**src/rtl/xge_crc_ctrl_pkg.sv**
```systemverilog
// Shared XGMII control codes, lane helpers and sequencer types
// for the xge_crc_ctrl timestamp-insertion front end.
package xge_crc_ctrl_pkg;

    localparam logic [7:0] XGMII_IDLE  = 8'h07;
    localparam logic [7:0] XGMII_START = 8'hFB;
    localparam logic [7:0] XGMII_TERM  = 8'hFD;
    localparam logic [7:0] XGMII_ERROR = 8'hFE;

    localparam int LANES  = 8;
    localparam int BCNT_W = 14;
    localparam logic [BCNT_W-1:0] BCNT_MAX = 14'h3FFF;

    typedef enum logic {
        ST_IDLE = 1'b0,
        ST_DATA = 1'b1
    } state_e;

    typedef struct packed {
        logic [7:0]  c;
        logic [63:0] d;
    } xgmii_t;

    // Byte of lane n; lane0 sits in the low byte.
    function automatic logic [7:0] lane_byte(input logic [63:0] d,
                                             input int n);
        return d[n*8 +: 8];
    endfunction

endpackage

```
**src/rtl/xgmii_lane_scan.sv**
```systemverilog
// Combinational XGMII word scanner: finds START / TERMINATE lanes
// and flags any ERROR control character.
module xgmii_lane_scan
    import xge_crc_ctrl_pkg::*;
(
    input  logic [63:0] xd_i,
    input  logic [7:0]  xc_i,
    output logic        start_hit_o,
    output logic [2:0]  start_lane_o,
    output logic        term_hit_o,
    output logic [2:0]  term_lane_o,
    output logic        ctl_err_o
);

    // Scan high to low so the lowest matching lane wins.
    always_comb begin
        start_hit_o  = 1'b0;
        start_lane_o = '0;
        term_hit_o   = 1'b0;
        term_lane_o  = '0;
        ctl_err_o    = 1'b0;
        for (int i = LANES - 1; i >= 0; i--) begin
            if (xc_i[i] && lane_byte(xd_i, i) == XGMII_START) begin
                start_hit_o  = 1'b1;
                start_lane_o = 3'(i);
            end
            if (xc_i[i] && lane_byte(xd_i, i) == XGMII_TERM) begin
                term_hit_o  = 1'b1;
                term_lane_o = 3'(i);
            end
            if (xc_i[i] && lane_byte(xd_i, i) == XGMII_ERROR) begin
                ctl_err_o = 1'b1;
            end
        end
    end

endmodule

```
**src/rtl/xge_crc_ctrl.sv**
```systemverilog
// Sequencer ahead of xge_crc: 3-sample look-ahead pipeline, frame
// tracking FSM, FCS-replace decision and saturating frame statistics.
module xge_crc_ctrl
    import xge_crc_ctrl_pkg::*;
#(
    parameter int CNT_W   = 16,
    parameter int MIN_LEN = 64
) (
    input  logic             clk,
    input  logic             rst_n,
    input  logic             clk_en_i,
    input  logic [63:0]      xd_i,
    input  logic [7:0]       xc_i,
    input  logic             mod_req_i,
    input  logic             rpl_en_i,
    input  logic             force_rpl_i,
    output logic [63:0]      xd_p3_o,
    output logic [7:0]       xc_p3_o,
    output logic [63:0]      xd_o,
    output logic [7:0]       xc_o,
    output logic             rpl_flag_o,
    output logic [CNT_W-1:0] frame_cnt_o,
    output logic [CNT_W-1:0] rpl_cnt_o,
    output logic [CNT_W-1:0] err_cnt_o
);

    localparam logic [BCNT_W:0] MIN_LEN_L = (BCNT_W + 1)'(MIN_LEN);

    function automatic logic [CNT_W-1:0] sat_inc(input logic [CNT_W-1:0] v,
                                                 input logic inc);
        return (inc && v != '1) ? v + CNT_W'(1) : v;
    endfunction

    logic       start_hit;
    logic [2:0] start_lane;
    logic       term_hit;
    logic [2:0] term_lane;
    logic       ctl_err;

    xgmii_lane_scan u_scan (
        .xd_i        (xd_i),
        .xc_i        (xc_i),
        .start_hit_o (start_hit),
        .start_lane_o(start_lane),
        .term_hit_o  (term_hit),
        .term_lane_o (term_lane),
        .ctl_err_o   (ctl_err)
    );

    xgmii_t            p3_q, p3_d;
    xgmii_t            s1_q, s1_d;
    xgmii_t            s2_q, s2_d;
    xgmii_t            out_q, out_d;
    state_e            state_q, state_d;
    logic [BCNT_W-1:0] bcnt_q, bcnt_d;
    logic              mod_q, mod_d;
    logic              bad_q, bad_d;
    logic              rpl_q, rpl_d;
    logic [CNT_W-1:0]  frame_cnt_q, frame_cnt_d;
    logic [CNT_W-1:0]  rpl_cnt_q, rpl_cnt_d;
    logic [CNT_W-1:0]  err_cnt_q, err_cnt_d;

    logic [BCNT_W:0]   frame_len;
    logic              too_short;
    logic              bad_now;
    logic              elig;
    logic              close_ok;
    logic              open_new;
    logic              frame_inc;
    logic              rpl_inc;
    logic              err_inc;

    // Next-state: pipeline shift, frame FSM, replace decision, counters.
    always_comb begin
        p3_d        = p3_q;
        s1_d        = s1_q;
        s2_d        = s2_q;
        out_d       = out_q;
        state_d     = state_q;
        bcnt_d      = bcnt_q;
        mod_d       = mod_q;
        bad_d       = bad_q;
        rpl_d       = rpl_q;
        open_new    = 1'b0;
        frame_inc   = 1'b0;
        rpl_inc     = 1'b0;
        err_inc     = 1'b0;

        frame_len = {1'b0, bcnt_q} + (BCNT_W + 1)'(term_lane);
        too_short = frame_len < MIN_LEN_L;
        bad_now   = bad_q | ctl_err;
        elig      = !bad_now && !too_short && rpl_en_i &&
                    (mod_q || force_rpl_i || mod_req_i);
        close_ok  = term_hit && (!start_hit || term_lane < start_lane);

        if (!clk_en_i) begin
            // A modify pulse between enabled samples must not be lost.
            if (state_q == ST_DATA && mod_req_i) begin
                mod_d = 1'b1;
            end
        end else begin
            p3_d  = '{c: xc_i, d: xd_i};
            s1_d  = p3_q;
            s2_d  = s1_q;
            out_d = s2_q;
            unique case (state_q)
                ST_IDLE: begin
                    if (close_ok) begin
                        err_inc = 1'b1;
                    end
                    if (start_hit) begin
                        open_new = 1'b1;
                    end
                end
                ST_DATA: begin
                    if (close_ok) begin
                        frame_inc = 1'b1;
                        rpl_inc   = elig;
                        err_inc   = bad_now | too_short;
                        rpl_d     = elig;
                        state_d   = ST_IDLE;
                        open_new  = start_hit;
                    end else if (start_hit) begin
                        err_inc  = 1'b1;
                        rpl_d    = 1'b0;
                        open_new = 1'b1;
                    end else begin
                        if (bcnt_q > BCNT_MAX - 14'd8) begin
                            bcnt_d = BCNT_MAX;
                        end else begin
                            bcnt_d = bcnt_q + 14'd8;
                        end
                        if (mod_req_i) begin
                            mod_d = 1'b1;
                        end
                        if (ctl_err) begin
                            bad_d = 1'b1;
                        end
                    end
                end
            endcase
            if (open_new) begin
                state_d = ST_DATA;
                bcnt_d  = 14'd8 - BCNT_W'(start_lane);
                mod_d   = 1'b0;
                bad_d   = 1'b0;
            end
        end

        frame_cnt_d = sat_inc(frame_cnt_q, frame_inc);
        rpl_cnt_d   = sat_inc(rpl_cnt_q, rpl_inc);
        err_cnt_d   = sat_inc(err_cnt_q, err_inc);
    end

    // State registers; reset drops all in-flight data immediately.
    always_ff @(posedge clk or negedge rst_n) begin
        if (!rst_n) begin
            p3_q        <= '0;
            s1_q        <= '0;
            s2_q        <= '0;
            out_q       <= '0;
            state_q     <= ST_IDLE;
            bcnt_q      <= '0;
            mod_q       <= 1'b0;
            bad_q       <= 1'b0;
            rpl_q       <= 1'b0;
            frame_cnt_q <= '0;
            rpl_cnt_q   <= '0;
            err_cnt_q   <= '0;
        end else begin
            p3_q        <= p3_d;
            s1_q        <= s1_d;
            s2_q        <= s2_d;
            out_q       <= out_d;
            state_q     <= state_d;
            bcnt_q      <= bcnt_d;
            mod_q       <= mod_d;
            bad_q       <= bad_d;
            rpl_q       <= rpl_d;
            frame_cnt_q <= frame_cnt_d;
            rpl_cnt_q   <= rpl_cnt_d;
            err_cnt_q   <= err_cnt_d;
        end
    end

    assign xd_p3_o     = p3_q.d;
    assign xc_p3_o     = p3_q.c;
    assign xd_o        = out_q.d;
    assign xc_o        = out_q.c;
    assign rpl_flag_o  = rpl_q;
    assign frame_cnt_o = frame_cnt_q;
    assign rpl_cnt_o   = rpl_cnt_q;
    assign err_cnt_o   = err_cnt_q;

endmodule

```
**config.mk**
```make
export PLATFORM = sky130hd
export DESIGN_NAME = xge_crc_ctrl
export DESIGN_NICKNAME = d
export VERILOG_FILES = /design/src/rtl/xge_crc_ctrl_pkg.sv /design/src/rtl/xgmii_lane_scan.sv /design/src/rtl/xge_crc_ctrl.sv
export SDC_FILE = /design/constraint.sdc
export NUM_CORES = 1
export LEC_CHECK = 0
export BUFFER_PORTS_ARGS = -buffer_cell sky130_fd_sc_hd__buf_2
export CORE_ASPECT_RATIO = 1.25
export CORE_MARGIN = 2
export CORE_UTILIZATION = 45
export DETAILED_ROUTE_END_ITERATION = 8
export PLACE_DENSITY_LB_ADDON = 0.08
export SLEW_MARGIN = 20
export SYNTH_ARGS = -nofsm -noshare
export SYNTH_HDL_FRONTEND = slang
export SYNTH_SLANG_ARGS = --single-unit
```
**constraint.sdc**
```tcl
create_clock -name clk -period 3.55 [get_ports clk]
set_clock_uncertainty 0.15 [all_clocks]
set_input_delay 0.71 -clock clk [delete_from_list [all_inputs] [get_ports clk]]
set_output_delay 0.71 -clock clk [all_outputs]
set_load 0.1 [all_outputs]
```
After elaboration in Yosys (flattened, before gate mapping) --
Cells that the tools add are included.
Storage, ports and cells: word-level logic and storage cells 182, output and inout bits 193, input bits 78, register bits after elaboration 354
Operators by class: equal/unequal tests 33, reductions and logical operators 46, order comparisons 3, muxes and demuxes 75, bitwise logic cells 3, add/subtract/negate cells 6
Operators with widths (count):
- $eq 8x8->1 const B | 24
- $mux 14 | 5
- $mux 1 | 52
- $add 16x1->16 const B | 3
- $mux 3 | 16
- $ne 16x16->1 const B | 3
- $logic_and 1x1->1 | 32
- $add 14x3->15 | 1
- $lt 15x7->1 const B | 1
- $add 14x4->14 const B | 1
- $gt 14x14->1 const B | 1
- $reduce_and 5->1 | 2
- $reduce_bool 2->1 | 4
- $ne 3x1->1 const B | 2
- $ne 3x2->1 const B | 2
- $sub 4x3->5 const A | 1
- $ne 2x1->1 const B | 2
- $pmux 1 s2 | 2
- $reduce_and 4->1 | 1
- $logic_not 1->1 | 3
- $logic_or 1x1->1 | 3
- $lt 3x3->1 | 1
- $reduce_and 3->1 | 1
- $or 1x1->1 | 2
- $not 1->1 | 1

Longest topological paths before layout --
depth after elaboration 20, depth in mapped cells 14, depth with buffers taken out 12

Cells and area by module --
From an unflattened synthesis, not the netlist that was laid out.
Unflattened totals: cells, all modules 1057, area total of the unflattened synthesis 14562.7 µm²
Modules (own cells, without submodules):
- xge_crc_ctrl | area each 13985.9 µm², cells each 958, times used 1
- xgmii_lane_scan | area each 576.8 µm², cells each 99, times used 1

Worst setup path before layout --
Ideal clock, no wire load.
kind input to register, from input xd_i[63], to register frame_cnt_q[15], in the netlist frame_cnt_o[15], arrival time 3218 ps, library setup time 156 ps, buffers on the path 1, data required time 3244 ps, slack 26 ps, stages on the path 13, cells stage by stage nand4_2 -> or4_1 -> o211a_1 -> o21a_1 -> nand4bb_1 -> a21oi_1 -> and3_4 -> o21a_4 -> and3_1 -> and4_1 -> buf_4 -> nand4_4 -> xnor2_2
On the way: word-level cells in the longest chain between the ends 17, elaborated cells on any way between the ends 44, those cells by class order compare: 1; eq/ne: 2; mux: 35; reduce/logical: 6
Ends and longest elaborated chain:
- from (decl) | line xge_crc_ctrl.sv:12 | input logic [63:0] xd_i,
- $eq 8x8->1, on equally long branches | line xgmii_lane_scan.sv:27, xgmii_lane_scan.sv:23
- $logic_and 1x1->1, on equally long branches | line xgmii_lane_scan.sv:27, xgmii_lane_scan.sv:23
- $mux 3, or another cell as far along (8 in a row) | line xgmii_lane_scan.sv:27 | if (xc_i[i] && lane_byte(xd_i, i) == XGMII_TERM) begin
- $lt 3x3->1 / $logic_not 1->1 (equally long branches) | line xge_crc_ctrl.sv:94 | close_ok = term_hit && (!start_hit || term_lane < start_lane);
- $logic_or 1x1->1 | line xge_crc_ctrl.sv:94
- $logic_and 1x1->1 * | line xge_crc_ctrl.sv:94
- $mux 1 * | line xge_crc_ctrl.sv:116 | if (close_ok) begin
- $mux 1 * | line xge_crc_ctrl.sv:106 | unique case (state_q)
- $mux 1 * | line xge_crc_ctrl.sv:96 | if (!clk_en_i) begin
- $logic_and 1x1->1 * | line xge_crc_ctrl.sv:31 | return (inc && v != '1) ? v + CNT_W'(1) : v;
- to (signal assigned) | line xge_crc_ctrl.sv:180 | frame_cnt_q <= frame_cnt_d;
- to (decl) | line xge_crc_ctrl.sv:59 | logic [CNT_W-1:0] frame_cnt_q, frame_cnt_d;
Mark *: on every way between the ends. The rest lies on a longest branch, timed or not. A chain may end at the register's enable or synchronous reset.

Worst setup path after layout --
from input xd_i[36], to register frame_cnt_q[7], in the netlist frame_cnt_o[7]
On the way: word-level cells in the longest chain between the ends 14, elaborated cells on any way between the ends 32, those cells by class order compare: 1; eq/ne: 2; mux: 23; reduce/logical: 6
Ends and longest elaborated chain (line):
- $eq 8x8->1, on equally long branches | xgmii_lane_scan.sv:27, xgmii_lane_scan.sv:23
- $logic_and 1x1->1, on equally long branches | xgmii_lane_scan.sv:27, xgmii_lane_scan.sv:23
- $mux 3, or another cell as far along (5 in a row) | xgmii_lane_scan.sv:27
- $lt 3x3->1 / $logic_not 1->1 (equally long branches) | xge_crc_ctrl.sv:94
- $logic_or 1x1->1 | xge_crc_ctrl.sv:94
- $logic_and 1x1->1 * | xge_crc_ctrl.sv:94
- $mux 1 * | xge_crc_ctrl.sv:116
- $mux 1 * | xge_crc_ctrl.sv:106
- $mux 1 * | xge_crc_ctrl.sv:96
- $logic_and 1x1->1 * | xge_crc_ctrl.sv:31
Marked as above.

==> out/summary.txt <==
die area: 34300 um2
DRC errors left: 0
clock buffer depth: 3
Final Util: 57.0%
GRT Util Overall: 18.4%
most frequent CP cell: buf_4
post-synthesis sequential area ratio: 60.0%
Placeable Area: 32500 um2
Synth Area in Adders: 0.424%
max layer used: met4
number of buffers and inverters on the critical path: 4
most frequent cells in the layout: dfrtp_1, mux2_2, buf_2, buf_4, nand2_1
Pwr Total: 12.4 mW
Synth-to-Final Area Change: 25.5%
Die W: 166 um
#FFs+latches synth: 354
Layout Nets: 1512
CTS tree: built
status: complete, no violations
Crit Path Class: primary input to flip-flop
Synth Net Count: 1158
Final Cycle Share: 96.8%
Final Slew Violations: 0
vias per std cell: 5.14
unrepaired setup endpoints after global routing: true
first-pass GRT wire length: 51100 um
Least-Margin Pin Slew: 0.929 ns
number of global-route vias before repair: 9622
largest stage delay on the critical path: 0.64 ns
Reg clk slew, reported paths: 0.06 ns
Hold Path Class: primary input to flip-flop
chip height: 207 um
Min Hold Slack: 0.265 ns
CP Capture Type: flip-flop
Max FO, Critical Path: 5
# IOs: 271
Cells after Synth: 1075
peak supply drop: 0.640 mV
Post-Route WL: 31900 um
final antenna-violating net count: 0
CTS buffer count: 37
leakage power figure: 8.59 nW
CTS root buf: clkbuf_16
min cycle time layout: 3.44 ns
Fin. Hold Viols: 0
Pwr per Cell Area: 671 nW/um2
initial antenna violation count: 2
pin count of the biggest net entering global routing: 167
worst path cell trace: buf_2, nand4_1, or4_1, o211ai_1, a31oi_1, o31ai_2, a21oi_2, buf_4, and3_4, buf_12, o21a_4, and3_1, and4_1, buf_4, xor2_1
EDFF count, synth: 0
layout cells sized above 1: 51.0%
wire per inst: 17.0 um
Compound-Gate Fraction of Synth Area: 3.93%
worst path required time: 3.80 ns
most common cell after layout, fill and taps aside: dfrtp_1
Post-Syn Area: 14800 um2
initial cell density of the core: 45.4%
final setup fails: 0
final instance area: 18500 um2
normalized max-slew margin: 38.1%
Async SR Flop Fraction: 100%
PortBufs: 270
H-tree level count: 2
Avg Cell Area, Syn: 13.7 um2
highest-delay cell along the critical path: or4_1
Routed met1 length: 13600 um
simple-gate share of the synthesized area: 9.04%
CP top delay family: simple AND/OR/NAND/NOR gates
crit start category: primary input
met3 wire length: 1730 um
Rows: 74
total of max-cap violations: 0
main flop type after synthesis: dfrtp_1
f_max: 291 MHz
XOR/XNOR Fraction of Synth Area: 2.48%
Arr. time, crit path: 3.69 ns
DR iter-0 viols: 394
DR vias: 9635
mux cell area share after synthesis: 22.6%
FILL cells: 2753
met2 wire len: 15900 um
largest family of logic cells by synthesized area: multiplexers
gp weighted congestion: 0.814
DR pass1 iterations: 4
hpwl dp: 22600 um
clock sinks: 354
synth warn: 0
clock latency on the worst-skew pair: 0.53 ns
total gr overflow: 0
Synth cell types: 63
DP Area: 17300 um2
[stage by stage]
stage / TNS [ns] / cells / worst slack (ns)
final: 0 / 1874 / 0.114
after global routing: -0.0618 / 1872 / -0.0234
after floorplan: 0 / 1075 / 0.0258
after CTS: 0 / 1871 / 0.00383
after global placement: -13.88 / 1806 / -0.502
after detailed placement: -15.87 / 1806 / -0.535
[power breakdown]
part / internal, mW / switching (mW) / leakage, nW
sequential: 4.65 / 0.339 / 4.29
clock: 2.27 / 1.56 / 0.596
combinational: 0.811 / 2.80 / 3.71
[per-layer routing]
layer,track usage [%],vias up
met5,0,-
met4,5.25,0
met3,4.46,38
met2,31.4,203
met1,23.6,4824
li1,-,4570
[layout make-up]
cell class              count  area (um2)  share of cell area, %
well taps                 418         523                   2.82
inverters                  17        63.8                  0.344
clock inverters             9        80.1                  0.432
repair buffers            355        2140                   11.5
clock buffers              55        1130                   6.08
multi-input cells         664        5740                   31.0
diodes                      2        5.00                 0.0270
flip-flops and latches    354        8860                   47.8
[flip-flops by register name (all words and copies together) (netlist names)]
signal / flops
s1_q: 72
s2_q: 72
xd_o: 64
xd_p3_o: 64
err_cnt_o: 16
frame_cnt_o: 16
rpl_cnt_o: 16
bcnt_q: 14
xc_o: 8
xc_p3_o: 8
bad_q: 1
mod_q: 1
rpl_flag_o: 1
state_q: 1
[synth_stat cells, types with 2 or more instances]
master / count / area share [%]
a2111oi_0: 2 / 0.12
a211oi_2: 2 / 0.17
a21oi_1: 22 / 0.75
a21oi_2: 2 / 0.12
a22o_1: 4 / 0.24
a311o_1: 2 / 0.14
a31oi_1: 2 / 0.085
and2_1: 3 / 0.13
and3_1: 20 / 0.85
and4_1: 4 / 0.24
clkbuf_1: 38 / 0.97
dfrtp_1: 354 / 60
ha_1: 5 / 0.42
inv_1: 17 / 0.43
mux2_1: 5 / 0.38
mux2_2: 292 / 22
nand2_1: 61 / 1.6
nand2b_1: 16 / 0.68
nand3_1: 30 / 1.0
nand4_1: 17 / 0.72
nor2_1: 32 / 0.81
nor2b_1: 5 / 0.21
nor3_1: 5 / 0.17
nor3_2: 2 / 0.14
nor3b_1: 2 / 0.10
nor4_1: 13 / 0.55
nor4_2: 5 / 0.42
o211ai_1: 4 / 0.20
o21ai_0: 24 / 0.81
or2_2: 5 / 0.21
or4_1: 10 / 0.51
xnor2_1: 27 / 1.6
xor2_1: 13 / 0.77
[cell families (layout without fill, tap and decap cells)]
| logic type | after synthesis | count (layout) |
|---|---|---|
| flops | 354 | 354 |
| mux | 297 | 297 |
| simple gates | 240 | 240 |
| compound gates | 81 | 81 |
| buf+inv | 57 | 436 |
| xor+xnor | 41 | 41 |
| fa+ha+maj | 5 | 5 |
| other cells | 0 | 2 |
[what timing repair did]
action,4_1_cts,5_1_grt
buffers inserted,0,1
gates resized for setup,0,9
endpoints found under the hold margin,3,0
hold buffers,1,0
endpoints found under the setup margin,0,31
[path summary, 6_finish.rpt]
kind,cells past startpoint,slack [ns],start,to
min reg2reg,1,0.34,rpl_cnt_o[5],rpl_cnt_o[5]
max in group asynchronous,3,1.82,rst_n,xd_o[30]
max,15,0.11,xd_i[36],frame_cnt_o[7]
min,2,0.26,clk_en_i,mod_q
min in group asynchronous,2,0.58,rst_n,frame_cnt_o[8]
max reg2reg,11,0.73,bcnt_q[5],err_cnt_o[12]
(Power assumes the default switching activity.)
